**src/rtl/psum_drain_pkg.sv**
```systemverilog
// Shared defaults and FSM state type for the psum drain path.
// Lane count and lane width can be overridden from the build via the macros below.
`ifndef STREAM_WIDTH
`define STREAM_WIDTH 4
`endif
`ifndef C_WIDTH
`define C_WIDTH 32
`endif

package psum_drain_pkg;

    localparam int PD_STREAM_WIDTH = `STREAM_WIDTH;
    localparam int PD_C_WIDTH      = `C_WIDTH;
    localparam int C_STREAM_WIDTH  = PD_STREAM_WIDTH * PD_C_WIDTH;

    typedef enum logic [1:0] {
        ST_IDLE  = 2'd0,
        ST_CALC  = 2'd1,
        ST_DRAIN = 2'd2,
        ST_DONE  = 2'd3
    } psum_drain_state_t;

endpackage

```
**src/rtl/psum_drain_sync_fifo.sv**
```systemverilog
// Beat buffer with a registered head word, full/empty flags and an occupancy count.
// Push is accepted while full as long as a pop happens in the same cycle.
module sync_fifo #(
    parameter int WIDTH = 32,
    parameter int DEPTH = 8
) (
    input  logic                       clk,
    input  logic                       rst,
    input  logic                       push,
    input  logic [WIDTH-1:0]           din,
    input  logic                       pop,
    output logic [WIDTH-1:0]           head,
    output logic                       full,
    output logic                       empty,
    output logic [$clog2(DEPTH):0]     count
);

    localparam int AW = $clog2(DEPTH);
    localparam int CW = AW + 1;

    logic [WIDTH-1:0] mem [DEPTH];
    logic [AW-1:0]    wr_ptr_reg;
    logic [AW-1:0]    rd_ptr_reg;
    logic [CW-1:0]    count_reg;
    logic [WIDTH-1:0] head_reg;
    logic             do_push;
    logic             do_pop;

    assign do_pop  = pop && (count_reg != '0);
    assign do_push = push && ((count_reg != CW'(DEPTH)) || do_pop);

    always_ff @(posedge clk) begin
        if (do_push) begin
            mem[wr_ptr_reg] <= din;
        end
    end

    always_ff @(posedge clk or negedge rst) begin
        if (!rst) begin
            wr_ptr_reg <= '0;
            rd_ptr_reg <= '0;
            count_reg  <= '0;
            head_reg   <= '0;
        end else begin
            if (do_push) begin
                wr_ptr_reg <= wr_ptr_reg + AW'(1);
            end
            if (do_pop) begin
                rd_ptr_reg <= rd_ptr_reg + AW'(1);
            end
            count_reg <= count_reg + CW'(do_push) - CW'(do_pop);
            // Head tracks the oldest entry; an incoming word goes straight to head only when it becomes the sole entry.
            if (do_pop) begin
                if (count_reg == CW'(1)) begin
                    if (do_push) begin
                        head_reg <= din;
                    end
                end else begin
                    head_reg <= mem[rd_ptr_reg + AW'(1)];
                end
            end else if (do_push && (count_reg == '0)) begin
                head_reg <= din;
            end
        end
    end

    assign head  = head_reg;
    assign count = count_reg;
    assign full  = (count_reg == CW'(DEPTH));
    assign empty = (count_reg == '0);

endmodule

```
**src/rtl/psum_drain.sv**
```systemverilog
// Turns free-running psum beats from the array into linearly addressed memory writes,
// with lane reordering, optional ReLU, volume counting and sticky drop flags.
module psum_drain
    import psum_drain_pkg::*;
#(
    parameter int STREAM_WIDTH  = PD_STREAM_WIDTH,
    parameter int C_WIDTH       = PD_C_WIDTH,
    parameter int ADDR_WIDTH    = 16,
    parameter int FIFO_DEPTH    = 8,
    parameter bit REVERSE_LANES = 1'b1,
    parameter bit RELU          = 1'b0
) (
    input  logic                              clk,
    input  logic                              rst,
    input  logic                              start,
    input  logic [ADDR_WIDTH-1:0]             o_dimension,
    input  logic [ADDR_WIDTH-1:0]             chans_per_mem,
    input  logic [ADDR_WIDTH-1:0]             base_addr,
    input  logic [STREAM_WIDTH*C_WIDTH-1:0]   psum_in,
    input  logic                              psum_valid,
    output logic [STREAM_WIDTH*C_WIDTH-1:0]   wr_data,
    output logic [ADDR_WIDTH-1:0]             wr_addr,
    output logic                              wr_valid,
    input  logic                              wr_ready,
    output logic                              busy,
    output logic                              done,
    output logic                              overflow,
    output logic                              excess
);

    localparam int W   = STREAM_WIDTH * C_WIDTH;
    localparam int CW  = ADDR_WIDTH + 1;
    localparam int FCW = $clog2(FIFO_DEPTH) + 1;

    psum_drain_state_t       state_reg, state_next;
    logic [ADDR_WIDTH-1:0]   o_dim_reg, o_dim_next;
    logic [ADDR_WIDTH-1:0]   chans_reg, chans_next;
    logic [ADDR_WIDTH-1:0]   base_reg, base_next;
    logic [CW-1:0]           total_reg, total_next;
    logic [CW-1:0]           accepted_reg, accepted_next;
    logic [CW-1:0]           written_reg, written_next;
    logic                    overflow_reg, overflow_next;
    logic                    excess_reg, excess_next;

    logic [3*ADDR_WIDTH-1:0] product;
    logic [CW-1:0]           total_calc;
    logic [CW-1:0]           total_cur;
    logic [CW-1:0]           accepted_cur;
    logic                    beat_live;
    logic [W-1:0]            beat_fmt;
    logic [W-1:0]            fifo_head;
    logic                    fifo_full;
    logic                    fifo_empty;
    logic [FCW-1:0]          fifo_count;
    logic                    push;
    logic                    pop;

    genvar gi;
    generate
        for (gi = 0; gi < STREAM_WIDTH; gi++) begin : g_lane
            localparam int SRC = REVERSE_LANES ? (STREAM_WIDTH - 1 - gi) : gi;
            logic [C_WIDTH-1:0] lane;
            assign lane = psum_in[SRC*C_WIDTH +: C_WIDTH];
            assign beat_fmt[gi*C_WIDTH +: C_WIDTH] = (RELU && lane[C_WIDTH-1]) ? '0 : lane;
        end
    endgenerate

    assign product    = o_dim_reg * o_dim_reg * chans_reg;
    assign total_calc = product[CW-1:0];

    // During CALC the registered total and count are not valid yet, so use the fresh values.
    assign total_cur    = (state_reg == ST_CALC) ? total_calc : total_reg;
    assign accepted_cur = (state_reg == ST_CALC) ? '0 : accepted_reg;
    assign beat_live    = psum_valid && ((state_reg == ST_CALC) || (state_reg == ST_DRAIN));
    assign pop          = (state_reg == ST_DRAIN) && !fifo_empty && wr_ready;

    always_comb begin
        state_next    = state_reg;
        o_dim_next    = o_dim_reg;
        chans_next    = chans_reg;
        base_next     = base_reg;
        total_next    = total_reg;
        accepted_next = accepted_reg;
        written_next  = written_reg;
        overflow_next = overflow_reg;
        excess_next   = excess_reg;
        push          = 1'b0;

        case (state_reg)
            ST_IDLE: begin
                if (start) begin
                    o_dim_next    = o_dimension;
                    chans_next    = chans_per_mem;
                    base_next     = base_addr;
                    overflow_next = 1'b0;
                    excess_next   = 1'b0;
                    state_next    = ST_CALC;
                end
            end
            ST_CALC: begin
                total_next    = total_calc;
                accepted_next = '0;
                written_next  = '0;
                state_next    = (total_calc == '0) ? ST_DONE : ST_DRAIN;
            end
            ST_DRAIN: begin
                if (pop && ((written_reg + CW'(1)) == total_reg)) begin
                    state_next = ST_DONE;
                end
            end
            ST_DONE: begin
                state_next = ST_IDLE;
            end
            default: begin
                state_next = ST_IDLE;
            end
        endcase

        if (beat_live) begin
            if (accepted_cur == total_cur) begin
                if (state_reg == ST_DRAIN) begin
                    excess_next = 1'b1;
                end
            end else if (fifo_full && !pop) begin
                overflow_next = 1'b1;
            end else begin
                push          = 1'b1;
                accepted_next = accepted_cur + CW'(1);
            end
        end

        if (pop) begin
            written_next = written_reg + CW'(1);
        end
    end

    always_ff @(posedge clk or negedge rst) begin
        if (!rst) begin
            state_reg    <= ST_IDLE;
            o_dim_reg    <= '0;
            chans_reg    <= '0;
            base_reg     <= '0;
            total_reg    <= '0;
            accepted_reg <= '0;
            written_reg  <= '0;
            overflow_reg <= 1'b0;
            excess_reg   <= 1'b0;
        end else begin
            state_reg    <= state_next;
            o_dim_reg    <= o_dim_next;
            chans_reg    <= chans_next;
            base_reg     <= base_next;
            total_reg    <= total_next;
            accepted_reg <= accepted_next;
            written_reg  <= written_next;
            overflow_reg <= overflow_next;
            excess_reg   <= excess_next;
        end
    end

    sync_fifo #(
        .WIDTH (W),
        .DEPTH (FIFO_DEPTH)
    ) u_fifo (
        .clk   (clk),
        .rst   (rst),
        .push  (push),
        .din   (beat_fmt),
        .pop   (pop),
        .head  (fifo_head),
        .full  (fifo_full),
        .empty (fifo_empty),
        .count (fifo_count)
    );

    assign wr_valid = (state_reg == ST_DRAIN) && (fifo_count != '0);
    assign wr_data  = fifo_head;
    assign wr_addr  = base_reg + written_reg[ADDR_WIDTH-1:0];
    assign busy     = (state_reg != ST_IDLE);
    assign done     = (state_reg == ST_DONE);
    assign overflow = overflow_reg;
    assign excess   = excess_reg;

endmodule

```
**config.mk**
```make
export PLATFORM = sky130hd
export DESIGN_NAME = psum_drain
export DESIGN_NICKNAME = d
export VERILOG_FILES = /design/src/rtl/psum_drain_pkg.sv /design/src/rtl/psum_drain_sync_fifo.sv /design/src/rtl/psum_drain.sv
export SDC_FILE = /design/constraint.sdc
export NUM_CORES = 2
export LEC_CHECK = 0
export ABC_AREA = 1
export CAP_MARGIN = 10
export CORE_UTILIZATION = 55
export DETAILED_ROUTE_END_ITERATION = 7
export PLACE_DENSITY = 0.74
export SYNTH_ARGS = -nofsm -noshare
export SYNTH_HDL_FRONTEND = slang
export SYNTH_HIERARCHICAL = 1
export SYNTH_SLANG_ARGS = --single-unit
```
**constraint.sdc**
```tcl
create_clock -name clk -period 47.4 [get_ports clk]
set_input_delay 7.11 -clock clk [delete_from_list [all_inputs] [get_ports clk]]
set_output_delay 7.11 -clock clk [all_outputs]
set_load 0.05 [all_outputs]
```
==> flow_metrics.py <==
metrics = {
    "clock_network": {
        "cts_buffer_depth": 3,
        "post_cts.repair.setup_buffers": 0,
        "cts_buffers": 136,
        "cts.repair.resized": 0,
        "clock-sinks": 1265,
        "cts_hold_buf": 0,
        "worst_skew_pair.late_latency_ns": 0.77,
        "cts-htree-levels": 4,
        "cts_root_buf": "clkbuf_16",
        "clkSlewWorstSetupHoldPaths_ns": 0.06,
        "tritoncts_clock_tree": "yes",
    },
    "hold_path": {
        "hold_class": "reg2reg",
    },
    "floorplanning": {
        "dieWidth_um": 343.3,
        "core_region_area_um2": 115000,
        "site_rows": 124,
        "floorplan.initialDensity_pct": 55.73,
        "fp.dieH_um": 343.3,
        "die_area_um2": 117900,
        "number_of_top_level_pins": 330,
    },
    "route": {
        "dr.first_iter.drc_count": 4085,
        "dr_total_vias": 46230,
        "post_drt_via_cell_ratio": 5.342,
        "wl_um": 162900,
        "drcViolationCount": 0,
        "detail-route-antenna-nets": 0,
        "drt_first_pass_iters": 6,
        "routedWlPerCell_um": 18.82,
    },
    "critical_path": {
        "critical-path-top-cell-by-count": "fa_1",
        "crit_required_ns": 47.78,
        "category_of_the_most_critical_setup_path": "reg2reg",
        "cp.arrival_ns": 15.26,
        "worst-path-max-fanout": 55,
        "cp-start-kind": "flip-flop",
        "crit_slowest_cell": "nor2_4",
        "slowest_delay_ns": 0.96,
        "critical_path.endpoint_type": "flip-flop",
        "rrSetupSlack_ns": 32.52,
    },
    "cells_and_area": {
        "most_common_library_cell_in_the_layout_ignoring_fill_and_taps": "nand2_1",
        "largest_register_ffs": 1024,
        "fill_cells": 9027,
        "drive_above_1_share_pct": 4.736,
        "commonest_cells_after_routing_fill_and_taps_aside": "2365 x nand2_1, 1204 x inv_1, 1024 x edfxtp_1",
        "synthToLayoutAreaGrowth_pct": 13.56,
        "layout.nets": 7496,
    },
    "global_route": {
        "grt_first_pass_wirelength_um": 255800,
        "maximum_number_of_pins_on_one_net_before_global_route_repair": 227,
        "grt_overflow_total": 0,
        "first_global_vias": 45680,
        "groute.usage.overall_pct": 27.98,
        "grt_antenna_before_repair": 20,
    },
    "synth": {
        "syn-num-nets": 7282,
        "dominantRegCellSynth": "edfxtp_1",
        "asyncSetResetFlopFracSynth_pct": 19.05,
        "synthesis.instances": 6810,
        "synthesis.area_per_instance_um2": 9.408,
        "synth-seq-cells": 1265,
        "ys_seq_area_share_pct": 57.41,
        "post_synth_num_cell_types": 52,
        "syn-cell-area_um2": 64070,
        "post_synth_edffs": 1024,
        "ys.warnings.count": 6,
    },
    "timing": {
        "rsz0062_at_grt": "no",
        "post-route-period-util_pct": 31.40,
        "timing.setup.tns_ns": 0,
        "tightest_slew_ns": 1.255,
        "finalMaxSlewViolations": 0,
        "clock.fmax_ghz": 0.06719,
        "report.final.hold_viol_count": 0,
        "relSlewSlack_pct": 16.12,
        "clock_skew_ns": 0.05719,
        "setup-violations-final": 0,
        "final_period_demand_of_the_worst_path_ns": 14.88,
    },
    "placed_design": {
        "gp_congestion": 0.9279,
        "portBuffers": 329,
        "dp_hpwl_um": 97820,
    },
    "outcome": {
        "run_status": "finished clean",
    },
    "run": {
        "max-cap-violations": 0,
    },
}
[worst max-delay path, delay by kind of cell, from the launching register on]
kind | cells | cell delay [ns]
AO/OA/AOI/OAI | 1 | 0.13
buffers and inverters | 12 | 2.32
XOR/XNOR | 2 | 0.41
flip-flops | 1 | 0.79
AND/OR/NAND/NOR | 19 | 3.95
adder cells (fa/ha/maj) | 14 | 6.84
[cells by family (layout without fill, tap and decap cells)]
family	after synthesis	in the layout	share of synthesized area [%]
buffers and inverters	1520	1847	9.538
AOI/OAI and AO/OA	154	154	1.373
adders and majority gates	291	291	7.605
other	0	6	0
xor gates and xnor gates	81	81	1.189
and+or+nand+nor	3473	3473	22.43
DFF	1265	1265	57.41
muxes	26	26	0.4570
[per-stage QoR]
stage / instance area [um^2] / setup slack [ns] / hold slack (ns) / cells / utilization, %
6_report: 72750 / 32.52 / 0.4760 / 8655 / 63.28
5_1_grt: 72750 / 31.72 / 0.4944 / 8653 / 63.28
4_1_cts: 72740 / 32.52 / 0.4801 / 8649 / 63.27
3_5_place_dp: 68260 / 32.60 / 0.4642 / 8398 / 59.38
3_3_place_gp: 68260 / 32.84 / 0.4617 / 8398 / 59.38
2_1_floorplan: 64070 / 31.32 / 0.4570 / 6810 / -
[cell usage after synthesis, types with 15 or more instances]
cell,number,area (um^2)
nand2_1,2366,8881
inv_1,1204,4519
edfxtp_1,1024,30750
nand3_1,850,4254
dfrtp_1,241,6031
buf_2,190,950.9
nor2_1,174,653.1
fa_1,164,3283
ha_1,127,1589
a21oi_1,68,340.3
clkbuf_1,56,210.2
xor2_1,55,481.7
o21ai_0,42,210.2
buf_4,34,255.2
mux2_2,26,292.8
xnor2_1,22,192.7
nand4_1,21,131.4
buf_1,15,56.30
nor3_1,15,75.07
[worst paths after layout]
path / start / endpoint / cells past startpoint
hold reg to reg: u_fifo/head[40]$_DFFE_PN0P_ / u_fifo/head[40]$_DFFE_PN0P_ / 2
min in group asynchronous: rst / o_dim_reg[0]$_DFFE_PN0P_ / 1
setup / recovery: o_dim_reg[1]$_DFFE_PN0P_ / u_fifo/mem[0][106]$_DFFE_PP_ / 48
setup reg to reg: o_dim_reg[1]$_DFFE_PN0P_ / u_fifo/mem[0][106]$_DFFE_PP_ / 48
hold / removal: u_fifo/head[40]$_DFFE_PN0P_ / u_fifo/head[40]$_DFFE_PN0P_ / 2
max in group asynchronous: rst / u_fifo/head[42]$_DFFE_PN0P_ / 2
[routing by layer]
layer / vias to the layer above / global-route usage [%] / part of all wire, %
met5: - / 0 / 0.090
met4: 24 / 8.407 / 2.4
met3: 276 / 4.504 / 7.6
met2: 1888 / 47.03 / 49
met1: 22200 / 37.51 / 41
li1: 21840 / - / -
[cell type report]
cell class,instances,area [um^2],area share [%]
diodes,6,15.01,0.02064
clock buffers,179,3685,5.065
clock inverters,72,788.3,1.083
inverters,1218,4592,6.312
multi-input cells,4025,21290,29.27
flip-flops and latches,1265,36780,50.56
well taps,1512,1892,2.600
repair buffers,378,3704,5.091
Power is left out: the tool's default activity adds up to more than one toggle a clock period on the data nets, which glitch-free logic cannot reach.
